<file path="config.mk">
export PLATFORM = sky130hd
export DESIGN_NAME = wr_fifo_pattern_gen
export DESIGN_NICKNAME = d
export VERILOG_FILES = /design/src/rtl/wr_fifo_pattern_gen.sv
export SDC_FILE = /design/constraint.sdc
export NUM_CORES = 1
export LEC_CHECK = 0
export ABC_AREA = 1
export CELL_PAD_IN_SITES_DETAIL_PLACEMENT = 1
export CELL_PAD_IN_SITES_GLOBAL_PLACEMENT = 2
export CORE_MARGIN = 2
export CORE_UTILIZATION = 24
export CTS_CLUSTER_DIAMETER = 50
export CTS_CLUSTER_SIZE = 16
export DETAILED_ROUTE_END_ITERATION = 16
export GPL_TIMING_DRIVEN = 1
export PLACE_DENSITY_LB_ADDON = 0.1
export SYNTH_ARGS = -nofsm -noshare
export SYNTH_HDL_FRONTEND = slang
export SYNTH_SLANG_ARGS = --single-unit
</file>
<file path="constraint.sdc">
create_clock -name clk -period 2 [get_ports clk]
set_input_delay 0.2 -clock clk [delete_from_list [all_inputs] [get_ports clk]]
set_output_delay 0.2 -clock clk [all_outputs]
set_load 0.005 [all_outputs]
</file>
<file path="src/rtl/wr_fifo_pattern_gen.sv">
// wr_fifo_pattern_gen
//
// Test-pattern source for the USB write FIFO. A start command in IDLE latches
// a pattern mode, a seed word and a burst length. The block then writes one
// word per cycle for as long as the downstream FIFO is not full. The burst
// ends when the requested number of words has been accepted, or when stop is
// asserted. A burst length of zero runs until stop.
//
// Parameters:
//   DATA_W     data word width (>= 2)
//   LEN_W      width of burst length and word counter
//   LFSR_POLY  Galois LFSR feedback mask, DATA_W bits wide
//
// Ports:
//   clk        system clock
//   rst        synchronous active-high reset
//   start      begin a burst (sampled only in IDLE)
//   stop       end the current burst early (sampled only in RUN)
//   mode       pattern select: 0 alternating, 1 increment, 2 LFSR, 3 constant
//   seed       first word of the burst
//   burst_len  words per burst, 0 = continuous until stop
//   full       downstream FIFO full
//   valid      FIFO write enable; a word is accepted in every cycle it is high
//   dout       write data
//   busy       high while a burst is running
//   done       one-cycle pulse when a burst ends
//   word_cnt   words accepted in the current or last burst

module wr_fifo_pattern_gen #(
    parameter int                DATA_W    = 8,
    parameter int                LEN_W     = 16,
    parameter logic [DATA_W-1:0] LFSR_POLY = 8'hB8
) (
    input  logic              clk,
    input  logic              rst,
    input  logic              start,
    input  logic              stop,
    input  logic [1:0]        mode,
    input  logic [DATA_W-1:0] seed,
    input  logic [LEN_W-1:0]  burst_len,
    input  logic              full,
    output logic              valid,
    output logic [DATA_W-1:0] dout,
    output logic              busy,
    output logic              done,
    output logic [LEN_W-1:0]  word_cnt
);

    localparam logic [1:0] S_IDLE = 2'd0;
    localparam logic [1:0] S_RUN  = 2'd1;
    localparam logic [1:0] S_DONE = 2'd2;

    localparam logic [1:0] M_ALT   = 2'd0;
    localparam logic [1:0] M_INC   = 2'd1;
    localparam logic [1:0] M_LFSR  = 2'd2;
    localparam logic [1:0] M_CONST = 2'd3;

    logic [1:0]        state;
    logic [1:0]        mode_q;
    logic [LEN_W-1:0]  len_q;
    logic [DATA_W-1:0] pattern;
    logic [DATA_W-1:0] next_pattern;
    logic [DATA_W-1:0] start_word;
    logic [LEN_W-1:0]  count;
    logic              accept;
    logic              last_word;

    // The write enable follows full combinationally so that a FIFO that frees
    // a slot can take a word in the very same cycle.
    assign accept = (state == S_RUN) && !full;
    assign valid  = accept;
    assign busy   = (state == S_RUN);
    assign done   = (state == S_DONE);
    assign dout   = pattern;
    assign word_cnt = count;

    // The final word of a fixed-length burst is the one accepted while the
    // counter still reads burst_len-1. A zero length never matches, so the
    // counter may wrap freely in continuous mode.
    assign last_word = accept && (len_q != '0) && (count == len_q - LEN_W'(1));

    // The next word is derived from the current one, so a stalled cycle simply
    // holds the register and no word is lost or skipped.
    always_comb begin
        next_pattern = pattern;
        case (mode_q)
            M_ALT:   next_pattern = ~pattern;
            M_INC:   next_pattern = pattern + DATA_W'(1);
            M_LFSR:  next_pattern = (pattern >> 1) ^ (pattern[0] ? LFSR_POLY : '0);
            M_CONST: next_pattern = pattern;
            default: next_pattern = pattern;
        endcase
    end

    // An all-zero LFSR state would lock up, so a zero seed in LFSR mode is
    // replaced by 1.
    always_comb begin
        start_word = seed;
        if ((mode == M_LFSR) && (seed == '0)) begin
            start_word = DATA_W'(1);
        end
    end

    // The main state machine. Pattern and counter advance only on accepted
    // words. In RUN, stop and the final accept in the same cycle produce a
    // single move to DONE. After DONE the block returns to IDLE, where dout and
    // word_cnt keep their values until the next start.
    always_ff @(posedge clk) begin
        if (rst) begin
            state   <= S_IDLE;
            mode_q  <= M_ALT;
            len_q   <= '0;
            pattern <= '0;
            count   <= '0;
        end else begin
            case (state)
                S_IDLE: begin
                    if (start) begin
                        mode_q  <= mode;
                        len_q   <= burst_len;
                        pattern <= start_word;
                        count   <= '0;
                        state   <= S_RUN;
                    end
                end
                S_RUN: begin
                    if (accept) begin
                        pattern <= next_pattern;
                        count   <= count + LEN_W'(1);
                    end
                    if (stop || last_word) begin
                        state <= S_DONE;
                    end
                end
                S_DONE: begin
                    state <= S_IDLE;
                end
                default: begin
                    state <= S_IDLE;
                end
            endcase
        end
    end

endmodule

</file>
# Word level (Yosys, flattened, before mapping)
# Index checks and enable logic that the tools add are counted.
[op_classes]
add_sub_neg = 3
n_eq_ne = 11
mux = 12
bitwise_logic = 2
reduce_logical = 15
[ops]
columns = ["op", "n"]
rows = [
  ["$mux 16", 2],
  ["$mux 8", 4],
  ["$pmux 16 s2", 1],
  ["$pmux 8 s3", 1],
  ["$add 16x1->16 const B", 1],
  ["$eq 16x16->1", 1],
  ["$pmux 8 s2", 1],
  ["$reduce_bool 16->1", 1],
  ["$sub 16x1->16 const B", 1],
  ["$add 8x1->8 const B", 1],
  ["$eq 2x2->1 const B", 4],
  ["$logic_not 8->1", 1],
  ["$not 8->8", 1],
  ["$xor 7x8->8", 1],
  ["$eq 2x1->1 const B", 2],
  ["$logic_and 1x1->1", 4],
  ["$logic_not 2->1", 2],
  ["$mux 2", 2],
  ["$ne 2x1->1 const B", 2],
  ["$ne 2x2->1 const B", 2],
  ["$pmux 2 s2", 1],
  ["$reduce_and 2->1", 2],
  ["$reduce_and 4->1", 1],
  ["$reduce_and 3->1", 1],
  ["3 further kinds", 3],
]
[word_totals]
reg_bits = 44
in_bits = 31
out_inout_bits = 27
word_cells = 48

# Depth between registers and ports, before layout
[depth]
word_depth = 7
depth_mapped = 15
ltp_nobuf = 15

# Least setup slack after synthesis
# Ideal clock, no wire load.
[synth_timing]
kind = "reg2reg"
start = "register mode_q[0]"
end = "register pattern[6], in the netlist dout[6]"
setup_ns = 0.134
arrival_time_ns = 1.541
setup_slack_ns = 0.325
path_stages_with_launch = 10
n_path_buf = 0
synth_period_minus_slack_ns = 1.675
path_cell_list = "dfxtp_1 -> inv_1 -> ha_1 -> clkinv_1 -> nand2_1 -> inv_1 -> a221oi_1 -> o21ai_0 -> o211ai_1 -> a21oi_1"
[synth_between]
elab_chain_cells = 4
word_cells_on_any_way = 9
cone_classes = "eq/ne: 4; mux: 3; reduce/logical: 2"
[synth_lines]
columns = ["element", "line", "text"]
rows = [
  ["from (decl)", "59", "logic [1:0] mode_q;"],
  ["from (signal assigned)", "119", "mode_q <= mode;"],
  ["$eq 2x2->1, or another cell as far along", "86", "case (mode_q)"],
  ["$pmux 8 s3", "86", ""],
  ["$mux 8", "127", "if (accept) begin"],
  ["$pmux 8 s2", "116", "case (state)"],
  ["to (signal assigned)", "121", "pattern <= start_word;"],
  ["to (signal assigned)", "128", "pattern <= next_pattern;"],
  ["to (decl)", "61", "logic [DATA_W-1:0] pattern;"],
]
# Several ways; a longest one is shown, not always the timed one. The select of a mux whose other input is x is not followed.
# A chain may end at the register's enable or synchronous reset.

# Final worst setup path
[layout_timing]
start = "register state[0]"
end = "output port busy"
[layout_between]
elab_chain_cells = 1
[layout_lines]
columns = ["element", "line", "text"]
rows = [
  ["from (decl)", "58", "logic [1:0] state;"],
  ["from (signal assigned)", "110", "state <= S_IDLE;"],
  ["from (signal assigned)", "123", "state <= S_RUN;"],
  ["from (signal assigned)", "132", "state <= S_DONE;"],
  ["$eq 2x1->1", "72", "assign busy = (state == S_RUN);"],
  ["to (decl)", "44", "output logic busy,"],
]
# Every way passes these cells.

==> reports/results.ini <==
[outcome]
status = finished, final reports clean

[timing]
rsz0062_at_grt = no
max_freq_mhz = 538
worstMarginPinSlew_ns = 0.311
setup_viol = 0
hold_viol_final = 0
fin_crit_sh = 0.930
setup_tns_ns = 0
final.setup.worst_slack_ns = 0.140
holdWs_ns = 0.497
slew_headroom = 0.791
fin_crit_ns = 1.86
skew_ns = 0.00533
slew_viol_final = 0

[route]
detail_route.iter0.violations = 64
ant_nets = 0
avgViaCountPerCell = 4.64
drc_errors = 0
first_pass_iters = 4
routedWlPerCell_um = 15.4
drt_wl_total_um = 10500
routed-via-count = 3149

[place]
hpwlAfterDp_um = 8550
portBuffers = 57
place_ws_ns = -0.0649
place_congestion = 0.809
dp.cells = 671
post_dp_cell_area_mm2 = 0.00380

[finish]
final_cell_mix = 105 x nand2_1, 58 x inv_1, 57 x clkdlybuf4s50_1
layout_commonest_cell = nand2_1
final_cell_count_no_fill = 679
fill_cells = 1526
ff_latch_area_um2 = 881
num_antenna_cells = 0
nets = 569
multi_input_area_mm2 = 0.00181
drive_gt1_frac = 0.117
final_area_mm2 = 0.00405
areaGrowthSynthToFinish_pct = 36.8

[logic_synthesis]
async_flop_share = 0
ys.flop_type = dfxtp_1
syn-num-nets = 496
synth_area_per_cell_um2 = 6.46
ys_seq_area_frac = 0.298
synth-seq-cells = 44
syn_area_mm2 = 0.00296
synth_area_leaders = dfxtp_1 30%, nand2_1 13%, inv_1 7.4%
synthCells = 458
synth_top_area_frac = 0.298
ys_types = 41
synth_edf_count = 0
ys_warn_count = 0
synth_top_area_cell = dfxtp_1

[floorplanning]
num_rows = 40
die_area_mm2 = 0.0132
die_w_um = 115
die_y_um = 115
core_area_mm2 = 0.0120
boundaryPins = 58
initial_utilization = 0.246

[critical_path]
cpPeakStageDelay_ns = 0.54
endpoint_kind = output pin
cp_num_buf_inv = 3
cp_num_cells = 4
crit_chain = nand2_4 > clkinv_4 > buf_4 > clkdlybuf4s50_1
critical_path_class = reg -> out
crit_arrival_ns = 1.66
critical_path_required_ns = 1.80
rr_worst_depth = 13
crit_path_top_delay_cell = clkdlybuf4s50_1
cp_top_family = buffers and inverters
crit_path_max_fanout = 15
start_kind = register

[clocking]
cts_tree = done
cts_hold_buf = 0
clock_sinks = 44
cts_resized = 1
cts_buffers = 5
path_clk_slew_ns = 0.07
cts_root_buf = clkbuf_16
h-tree-depth = 2
postCtsSetupBuffers = 0
clkLatencyLatePin_ns = 0.30
cts.path.max_buffers = 2

[worst_hold_path]
min_path_type = reg -> reg
worstHoldPathCells = 2

[global_routing]
antenna_found_initial = 0
use_met3 = 0.0443
grt_max_degree = 22
grt_util_all_layers = 0.166
grt_pass1_wl_um = 17000
top_usage_layer = met2
overflow = 0
grt_use_met2 = 0.258
grt_pass1_vias = 3199
gr-usage-met1 = 0.233

[pwr]
powerDensity_mw_per_mm2 = 741
leakagePower_nw = 1.69
peakVddDrop_uv = 305

[flow_run]
cap_viol_max_count = 0

==> power breakdown <==
part	total [mW]	internal (mW)	switching, mW
clock network	1.25	0.844	0.407
registers	1.00	0.932	0.0706
logic	0.745	0.310	0.434
total	3.00	2.09	0.912
==> flip-flops by register name, indices dropped and copies added (netlist names) <==
signal and cells:
dout 8, len_q 16, mode_q 2, state 2, word_cnt 16
==> per-stage QoR <==
step	util	power, mW
after floorplan	-	1.45
after global placement	0.317	1.75
after detailed placement	0.317	1.76
after CTS	0.335	3.03
after global routing	0.337	3.17
final	0.337	3.00
==> final timing paths <==
kind	start	to	slack [ns]
max reg2reg	len_q[1]$_SDFFE_PP0P_	state[0]$_SDFFE_PP0P_	0.18
min	len_q[15]$_SDFFE_PP0P_	len_q[15]$_SDFFE_PP0P_	0.50
max	state[0]$_SDFFE_PP0P_	busy	0.14
min reg2reg	len_q[15]$_SDFFE_PP0P_	len_q[15]$_SDFFE_PP0P_	0.50
==> worst reg2reg max path: cells and delay by family, from the launching register on <==
| family | cells | cell delay, ns |
|---|---|---|
| fa+ha+maj | 1 | 0.18 |
| buf+inv | 1 | 0.13 |
| compound gates | 1 | 0.06 |
| flops | 1 | 0.32 |
| simple gates | 10 | 1.01 |
==> cell type report <==
class | instances | area share
clock inverters | 3 | 0.0223
repair buffers | 75 | 0.174
inverters | 64 | 0.0606
clock buffers | 5 | 0.0309
well taps | 147 | 0.0455
flip-flops and latches | 44 | 0.218
multi-input cells | 341 | 0.448
==> Yosys cell counts, types with 4 or more instances <==
cell type,n
nand2_4,4
nand4_1,6
nand2_1,105
dfxtp_1,44
inv_1,58
clkbuf_1,4
nand3_1,29
xor2_1,11
o211ai_1,8
a21oi_1,41
o21ai_0,35
nor2_2,8
nor2_1,54
ha_1,7
inv_2,4
==> cell families after synthesis <==
kind of cell | Yosys count | share of synthesized area
adder cells (fa/ha/maj) | 7 | 0.0296
AO/OA/AOI/OAI | 96 | 0.177
buffers and inverters | 73 | 0.0981
flip-flops | 44 | 0.298
XOR/XNOR | 11 | 0.0326
AND/OR/NAND/NOR | 227 | 0.365
==> metal layers <==
metal	wire length (um)	part of all wire	vias to the layer above
met5	0	0	-
met4	86	0.0082	0
met1	5420	0.52	1467
li1	-	-	1632
met3	398	0.038	8
met2	4580	0.44	42
Power figures use the tool's default switching activity.
